## src/rtl/wb_addr_encoder.sv

```systemverilog
// Writeback queue for evicted dirty cache lines: a 2-entry FIFO of {tag, index, data}
// drained by a simple IDLE/WRITE handshake with pmem, one line per transaction.
module wb_addr_encoder #(
  parameter int s_offset = 5,
  parameter int s_index  = 3,
  parameter int s_tag    = 32 - s_offset - s_index
) (
  input  logic                       clk,
  input  logic                       rst,
  input  logic                       evict_req,
  input  logic [s_tag-1:0]           evict_tag,
  input  logic [s_index-1:0]         evict_index,
  input  logic [8*(2**s_offset)-1:0] evict_data,
  output logic                       evict_ready,
  output logic                       pmem_write,
  output logic [31:0]                pmem_address,
  output logic [8*(2**s_offset)-1:0] pmem_wdata,
  input  logic                       pmem_resp,
  output logic                       busy
);

  localparam int data_w = 8 * (2 ** s_offset);
  localparam int depth  = 2;

  localparam logic [0:0] st_idle  = 1'b0;
  localparam logic [0:0] st_write = 1'b1;

  logic [0:0]         state_reg, state_next;
  logic [1:0]         count_reg, count_next;
  logic               wr_ptr_reg, wr_ptr_next;
  logic               rd_ptr_reg, rd_ptr_next;
  logic               push, pop;

  logic [s_tag-1:0]   tag_mem   [depth];
  logic [s_index-1:0] index_mem [depth];
  logic [data_w-1:0]  data_mem  [depth];

  logic [s_tag-1:0]   head_tag;
  logic [s_index-1:0] head_index;
  logic [data_w-1:0]  head_data;

  // Readiness comes from the registered count only, so a pop in this cycle
  // never opens a slot for a request arriving in the same cycle.
  assign evict_ready = (count_reg < 2'd2);
  assign push        = evict_req && evict_ready;
  assign pop         = (state_reg == st_write) && pmem_resp;

  always_comb begin
    count_next = count_reg;
    case ({push, pop})
      2'b10:   count_next = count_reg + 2'd1;
      2'b01:   count_next = count_reg - 2'd1;
      default: count_next = count_reg;
    endcase
  end

  // Two entries: a single pointer bit wraps naturally.
  assign wr_ptr_next = push ? ~wr_ptr_reg : wr_ptr_reg;
  assign rd_ptr_next = pop  ? ~rd_ptr_reg : rd_ptr_reg;

  always_comb begin
    state_next = state_reg;
    case (state_reg)
      st_idle:  if (count_reg != 2'd0) state_next = st_write;
      st_write: if (pmem_resp)         state_next = st_idle;
      default:  state_next = st_idle;
    endcase
  end

  always_ff @(posedge clk) begin
    if (rst) begin
      state_reg  <= st_idle;
      count_reg  <= 2'd0;
      wr_ptr_reg <= 1'b0;
      rd_ptr_reg <= 1'b0;
    end else begin
      state_reg  <= state_next;
      count_reg  <= count_next;
      wr_ptr_reg <= wr_ptr_next;
      rd_ptr_reg <= rd_ptr_next;
    end
  end

  always_ff @(posedge clk) begin
    if (rst) begin
      for (int i = 0; i < depth; i++) begin
        tag_mem[i]   <= '0;
        index_mem[i] <= '0;
        data_mem[i]  <= '0;
      end
    end else if (push) begin
      tag_mem[wr_ptr_reg]   <= evict_tag;
      index_mem[wr_ptr_reg] <= evict_index;
      data_mem[wr_ptr_reg]  <= evict_data;
    end
  end

  // The head only moves on pop, which also leaves WRITE, so the outputs stay
  // stable for the whole write.
  assign head_tag   = tag_mem[rd_ptr_reg];
  assign head_index = index_mem[rd_ptr_reg];
  assign head_data  = data_mem[rd_ptr_reg];

  assign pmem_write   = (state_reg == st_write);
  assign pmem_address = pmem_write ? {head_tag, head_index, {s_offset{1'b0}}} : 32'd0;
  assign pmem_wdata   = pmem_write ? head_data : '0;
  assign busy         = (count_reg != 2'd0) || (state_reg == st_write);

endmodule
```

## config.mk

```make
export PLATFORM = sky130hd
export DESIGN_NAME = wb_addr_encoder
export DESIGN_NICKNAME = d
export VERILOG_FILES = /design/src/rtl/wb_addr_encoder.sv
export SDC_FILE = /design/constraint.sdc
export NUM_CORES = 1
export LEC_CHECK = 0
export BUFFER_PORTS_ARGS = -buffer_cell sky130_fd_sc_hd__buf_4
export CORE_MARGIN = 2
export CORE_UTILIZATION = 34
export CTS_CLUSTER_DIAMETER = 60
export CTS_CLUSTER_SIZE = 8
export DETAILED_ROUTE_END_ITERATION = 10
export HOLD_SLACK_MARGIN = 0.15
export MAX_ROUTING_LAYER = met4
export RECOVER_POWER = 25
export SLEW_MARGIN = 20
export SYNTH_ARGS = -nofsm -noshare
export SYNTH_HDL_FRONTEND = slang
export SYNTH_SLANG_ARGS = --single-unit
```

## constraint.sdc

```tcl
create_clock -name clk -period 15.5 [get_ports clk]
set_input_delay 4.65 -clock clk [delete_from_list [all_inputs] [get_ports clk]]
set_output_delay 4.65 -clock clk [all_outputs]
set_load 0.02 [all_outputs]
```

==> run_results.csv, run 1 <==
group,metric,value,unit
synthesis,synth_xor_area_frac,0.000974,
cells_and_area,nFillCells,7245,
sta,whs,509,ps
synthesis,synth.top_cell.area_share,0.630,
sta,fin_skew,13.7,ps
synthesis,synthTopCellsByArea,"edfxtp_1, and3_1, mux2i_1, nor2b_1, buf_8",
clock_network,cts_resized,0,
grt,grt_pass1_vias,17800,
grt,antenna_found_initial,5,
floorplanning,die_w,286,um
power_and_ir_drop,powerDensity,154,nW/um2
critical_path,cp.required,15960,ps
placed_design,place_area,31300,um2
critical_path,start_kind,"input port",
synthesis,synth_area,27000,um2
synthesis,ys_warn_count,0,
synthesis,avgSynthCellArea,14.0,um2
cells_and_area,layout_commonest_cell,"buf_4",
placed_design,port_buffers,572,
placed_design,dp_slack,7560,ps
floorplanning,start_util,0.343,
min_path,hp-class,"flip-flop to flip-flop",
placed_design,gp_congestion,0.810,
sta,hold_viol_final,0,
cells_and_area,reg_top3,"data_mem (512), tag_mem (48), index_mem (6)",
synthesis,synth-simple-area-share,0.200,
sta,max_clock_freq,0.112,GHz
synthesis,yosysUniqueCellTypes,28,
floorplanning,core_area,78700,um2
cells_and_area,fin_nets,2703,
run_status,violations,"max-capacitance violations, max-slew violations",
floorplanning,rows,103,
cells_and_area,largest_register_ffs,512,
synthesis,synth-seq-area-share,0.634,
clock_network,cts_tree,"done",
critical_path,cp-end-kind,"flip-flop",
floorplanning,fp.dieH,286,um
route,first_iter_violations,1103,
cells_and_area,area_growth,24.6,%
power_and_ir_drop,power.leakage,14.7,nW
synthesis,synth_area_leader_cell,"edfxtp_1",
clock_network,cts-root-buf,"clkbuf_16",
clock_network,cts_buffer_depth,3,
critical_path,critPathKind,"input port to flip-flop",
sta,slew_violations,174,
floorplanning,die_area,81600,um2
cells_and_area,drive_gt1_frac,0.286,
route,drt-pass1-iter-count,5,
grt,overflow,0,
power_and_ir_drop,totalPowerFinal,5.19,mW
power_and_ir_drop,ir_drop,101,uV
sta,worst_pin_slew,4030,ps
sta,rsz0062_at_grt,"false",
run_status,status,"finished with violations",
clock_network,cts_hold_buf,0,
clock_network,clkTransAtPathRegs,50,ps
sta,slew_headroom,-1.69,
sta,fin_tns_setup,0,ps
floorplanning,pin_count,578,
sta,fin_crit_sh,0.574,
grt,grt_pass1_wl,109000,um
synthesis,synth_compound_area_frac,0.000835,
synthesis,synth-adder-area-share,0.000464,
grt,grt_max_degree,317,
sta,finalCriticalPeriod,8900,ps
route,finalWirelength,72300,um
clock_network,postCtsSetupRepairBufs,0,
route,drtAntennaViolNets,0,
clock_network,h-tree-depth,3,
synthesis,synth_top_family_by_area,"simple AND/OR/NAND/NOR gates",
critical_path,crit_fanout,202,
sta,setup_viol,0,
synthesis,netlist_instances,1922,
flow_run,max-cap-violations,2,
clock_network,cts.sinks,572,
route,drc,0,
route,vias_per_cell,4.95,
route,num_vias,17300,
clock_network,clk_latency,610,ps
cells_and_area,fin_area,33600,um2
clock_network,numCtsBuffers,84,
cells_and_area,final_cell_mix,"buf_4, and3_1, edfxtp_1, mux2i_1, nor2b_1",
placed_design,hpwl,43200,um
grt,grt_use_total,0.177,
synthesis,synth-seq-cells,572,
route,avgRoutedWirePerCell,20.7,um
critical_path,crit_arrival,9360,ps
synthesis,synthMuxAreaShare,0.105,
cells_and_area,regMostFlops,"data_mem",
sta,finalWorstSetupSlack,6600,ps
==> through the flow <==
step,instances,utilization
after floorplan,1926,-
after global placement,3378,0.397
final,3489,0.427
after global routing,3489,0.427
after CTS,3483,0.427
after detailed placement,3378,0.397
==> final timing paths <==
| path | from | to | slack [ps] | cells past startpoint |
|---|---|---|---|---|
| setup / recovery | evict_req | data_mem[0][15] | 6600 | 6 |
| hold / removal | wr_ptr_reg | wr_ptr_reg | 510 | 2 |
| setup reg to reg | count_reg[1] | data_mem[0][36] | 10690 | 6 |
| hold reg to reg | wr_ptr_reg | wr_ptr_reg | 510 | 2 |
==> critical path: stages <==
cell and delay (ps):
clkbuf_1 170, nor2b_2 160, clkbuf_1 2790, buf_16 400, buf_6 740, and3_1 270
==> final cells by class <==
class	instances	area (um2)	share of cell area
flip-flops and latches	572	17100	0.510
multi-input cells	1159	8320	0.247
repair buffers	597	4490	0.134
clock buffers	91	2150	0.0640
well taps	1050	1310	0.0391
clock inverters	14	190	0.00566
diodes	5	12.5	0.000372
inverters	1	3.75	0.000112
==> kinds of logic after synthesis <==
group | count (synthesis)
and+or+nand+nor | 863
DFF | 572
muxes | 283
buffers and inverters | 195
AOI/OAI and AO/OA | 4
xor gates and xnor gates | 3
adders and majority gates | 1
other | 1
==> power breakdown <==
| group | total [mW] | switching, mW | internal [mW] |
|---|---|---|---|
| clock network | 1.67 | 0.656 | 1.01 |
| logic | 1.44 | 0.865 | 0.573 |
| registers | 2.09 | 0.105 | 1.98 |
==> cell usage after synthesis <==
cell type and count:
nand2_1 2, a21o_1 1, and3_1 566, and2_1 1
ha_1 1, or3_1 2, edfxtp_1 566, dfxtp_1 6
nor2b_4 2, buf_6 26, a21oi_1 2, buf_8 30
xnor2_1 2, inv_1 1, buf_4 35, nor2b_1 283
nor2_1 3, nand2b_1 2, clkbuf_2 15, nor2_4 1
o21ai_0 1, clkbuf_1 46, mux2i_1 283, buf_12 6
xor2_1 1, nor3b_1 1, conb_1 1, buf_2 36
==> routing by layer <==
metal	track usage	part of all wire	vias up
met5	-	0	-
met3	0.0376	0.058	115
met2	0.294	0.51	499
met4	0.0589	0.027	0
met1	0.215	0.41	8591
li1	-	-	8049
No activity file was read; power rests on OpenSTA's default activity.
==> inputs of run 2 (changes only) <==
==> constraint.sdc (replaced) <==
create_clock -name clk -period 7.8 [get_ports clk]
set_input_delay 2.34 -clock clk [delete_from_list [all_inputs] [get_ports clk]]
set_output_delay 2.34 -clock clk [all_outputs]
set_load 0.02 [all_outputs]
==> run 2 against run 1 <==
The flow still finishes with violations (max-capacitance violations, max-slew violations). Clock power is 94% higher. Clock-buffer cell count up 1. Total power up 98%. Final area decreased by 0.16%. Core utilization fell by 0.068 points. Via count down 0.45%. Register-to-register slack lost 7500 ps.
==> run_results.csv, run 2 (synthesis gave the netlist of run 1 again) <==
group,metric,value,unit
run_status,status,"finished with violations",
run_status,violations,"max-capacitance violations, max-slew violations",
clock_network,clk_latency,610,ps
sta,fin_skew,22.9,ps
critical_path,r2r-start,"count_reg[1]",
critical_path,critPathKind,"input port to flip-flop",
grt,antenna_found_initial,11,
placed_design,dp_slack,3330,ps
placed_design,place_area,31300,um2
clock_network,postCtsSetupRepairBufs,0,
cells_and_area,area_growth,24.4,%
clock_network,h-tree-depth,3,
cells_and_area,regMostFlops,"data_mem",
placed_design,hpwl,41700,um
cells_and_area,largest_register_ffs,512,
floorplanning,start_util,0.343,
sta,hold_viol_final,0,
clock_network,numCtsBuffers,82,
cells_and_area,final_cell_mix,"buf_4, and3_1, edfxtp_1, mux2i_1, nor2b_1",
critical_path,start_kind,"input port",
floorplanning,core_area,78700,um2
floorplanning,rows,103,
sta,max_clock_freq,0.163,GHz
sta,worst_pin_slew,4640,ps
floorplanning,pin_count,578,
clock_network,clkTransAtPathRegs,50,ps
cells_and_area,drive_gt1_frac,0.282,
grt,overflow,0,
power_and_ir_drop,sequentialPowerShare,0.399,
power_and_ir_drop,power.switching,3.19,mW
critical_path,crit_arrival,6580,ps
cells_and_area,reg_top3,"data_mem (512), tag_mem (48), index_mem (6)",
clock_network,cts_buffer_depth,3,
placed_design,port_buffers,572,
grt,grt_pass1_vias,17700,
cells_and_area,fin_nets,2693,
power_and_ir_drop,clkPwrFrac,0.316,
route,drt-pass1-iter-count,5,
critical_path,rr_worst_depth,4,
route,first_iter_violations,1124,
power_and_ir_drop,p_comb_frac,0.286,
placed_design,placedCellCount,3371,
cells_and_area,fin_area,33500,um2
route,vias_per_cell,4.93,
route,drtAntennaViolNets,0,
route,num_vias,17200,
sta,setup_viol,0,
flow_run,max-cap-violations,5,
grt,grt_pass1_wl,107000,um
cells_and_area,final_cells,3482,
sta,fin_crit_sh,0.788,
critical_path,r2r_setup_slack,3220,ps
clock_network,cts_tree,"done",
floorplanning,die_w,286,um
critical_path,cp.required,8240,ps
critical_path,crit_fanout,286,
clock_network,cts-root-buf,"clkbuf_16",
critical_path,path_cells,"clkbuf_1 > nor2b_4 > clkbuf_2 > and3_1",
grt,grt_use_total,0.173,
clock_network,cts_resized,0,
power_and_ir_drop,ir_drop,192,uV
floorplanning,die_area,81600,um2
power_and_ir_drop,switching_share,0.311,
placed_design,gp_congestion,0.813,
critical_path,startpoint,"evict_req",
route,finalWirelength,70900,um
min_path,hold_depth,2,
clock_network,cts.sinks,572,
min_path,worstHoldStart,"wr_ptr_reg",
critical_path,reg2reg_to,"data_mem[0][246]",
min_path,hold_end,"wr_ptr_reg",
route,drc,0,
power_and_ir_drop,power.leakage,14.6,nW
sta,finalCriticalPeriod,6140,ps
route,avgRoutedWirePerCell,20.4,um
sta,slew_headroom,-2.09,
sta,slew_violations,891,
critical_path,slowest_delay,2870,ps
cells_and_area,layout_commonest_cell,"buf_4",
critical_path,timing.critical_path.slowest_stage_cell,"clkbuf_2",
power_and_ir_drop,p_int,7.07,mW
critical_path,cp-end-kind,"flip-flop",
grt,grt_max_degree,287,
sta,finalWorstSetupSlack,1660,ps
min_path,hp-class,"flip-flop to flip-flop",
floorplanning,fp.dieH,286,um
sta,fin_tns_setup,0,ps
power_and_ir_drop,powerDensity,306,nW/um2
clock_network,cts_hold_buf,0,
sta,rsz0062_at_grt,"false",
==> run 2: worst max-delay path by stage <==
stage / cells past startpoint / slack (ps) / end
2_1_floorplan: 2 / 1240 / data_mem[0][0]
3_3_place_gp: 4 / 3350 / pmem_address[10]
3_5_place_dp: 4 / 3330 / pmem_address[10]
4_1_cts: 4 / 2640 / pmem_address[10]
5_1_grt: 4 / 1390 / data_mem[0][254]
6_report: 4 / 1660 / data_mem[0][254]
==> run 2: power by group through the flow <==
| stage | logic (mW) | clock network [mW] | registers, mW |
|---|---|---|---|
| CTS | 2.97 | 3.32 | 4.07 |
| finish | 2.93 | 3.24 | 4.09 |
| global route | 3.14 | 3.43 | 4.14 |
| floorplan | 1.93 | 0 | 4.12 |
| detailed placement | 2.97 | 0 | 4.12 |
| global placement | 2.94 | 0 | 4.11 |
==> run 2: layer usage <==
layer  vias to the layer above  wire, um  GRT usage
met2                       508     35300      0.285
met5                         -         0          -
met4                         0      2480     0.0708
li1                       8024         -          -
met3                       129      5190     0.0465
met1                      8516     27900      0.201
==> run 2: critical path: cells and delay by family <==
kind,cells,cell delay (ps)
and+or+nand+nor,2,650
buffers and inverters,2,3040
==> run 2: cell type report <==
type                            instances  area [um2]
Sequential cell                       572       17100
Antenna cell                           10        25.0
Clock buffer                           92        2130
Tap cell                             1050        1310
Fill cell                            7259       45200
Inverter                                1        3.75
Timing Repair Buffer                  589        4480
Clock inverter                          9         150
Multi-Input combinational cell       1159        8320
==> run 2: per-stage QoR <==
stage	hold WS [ps]	utilization	total power, mW
finish	523	0.426	10.3
global route	557	0.426	10.7
CTS	522	0.427	10.4
detailed placement	512	0.398	7.09
global placement	494	0.398	7.05
floorplan	481	-	6.05
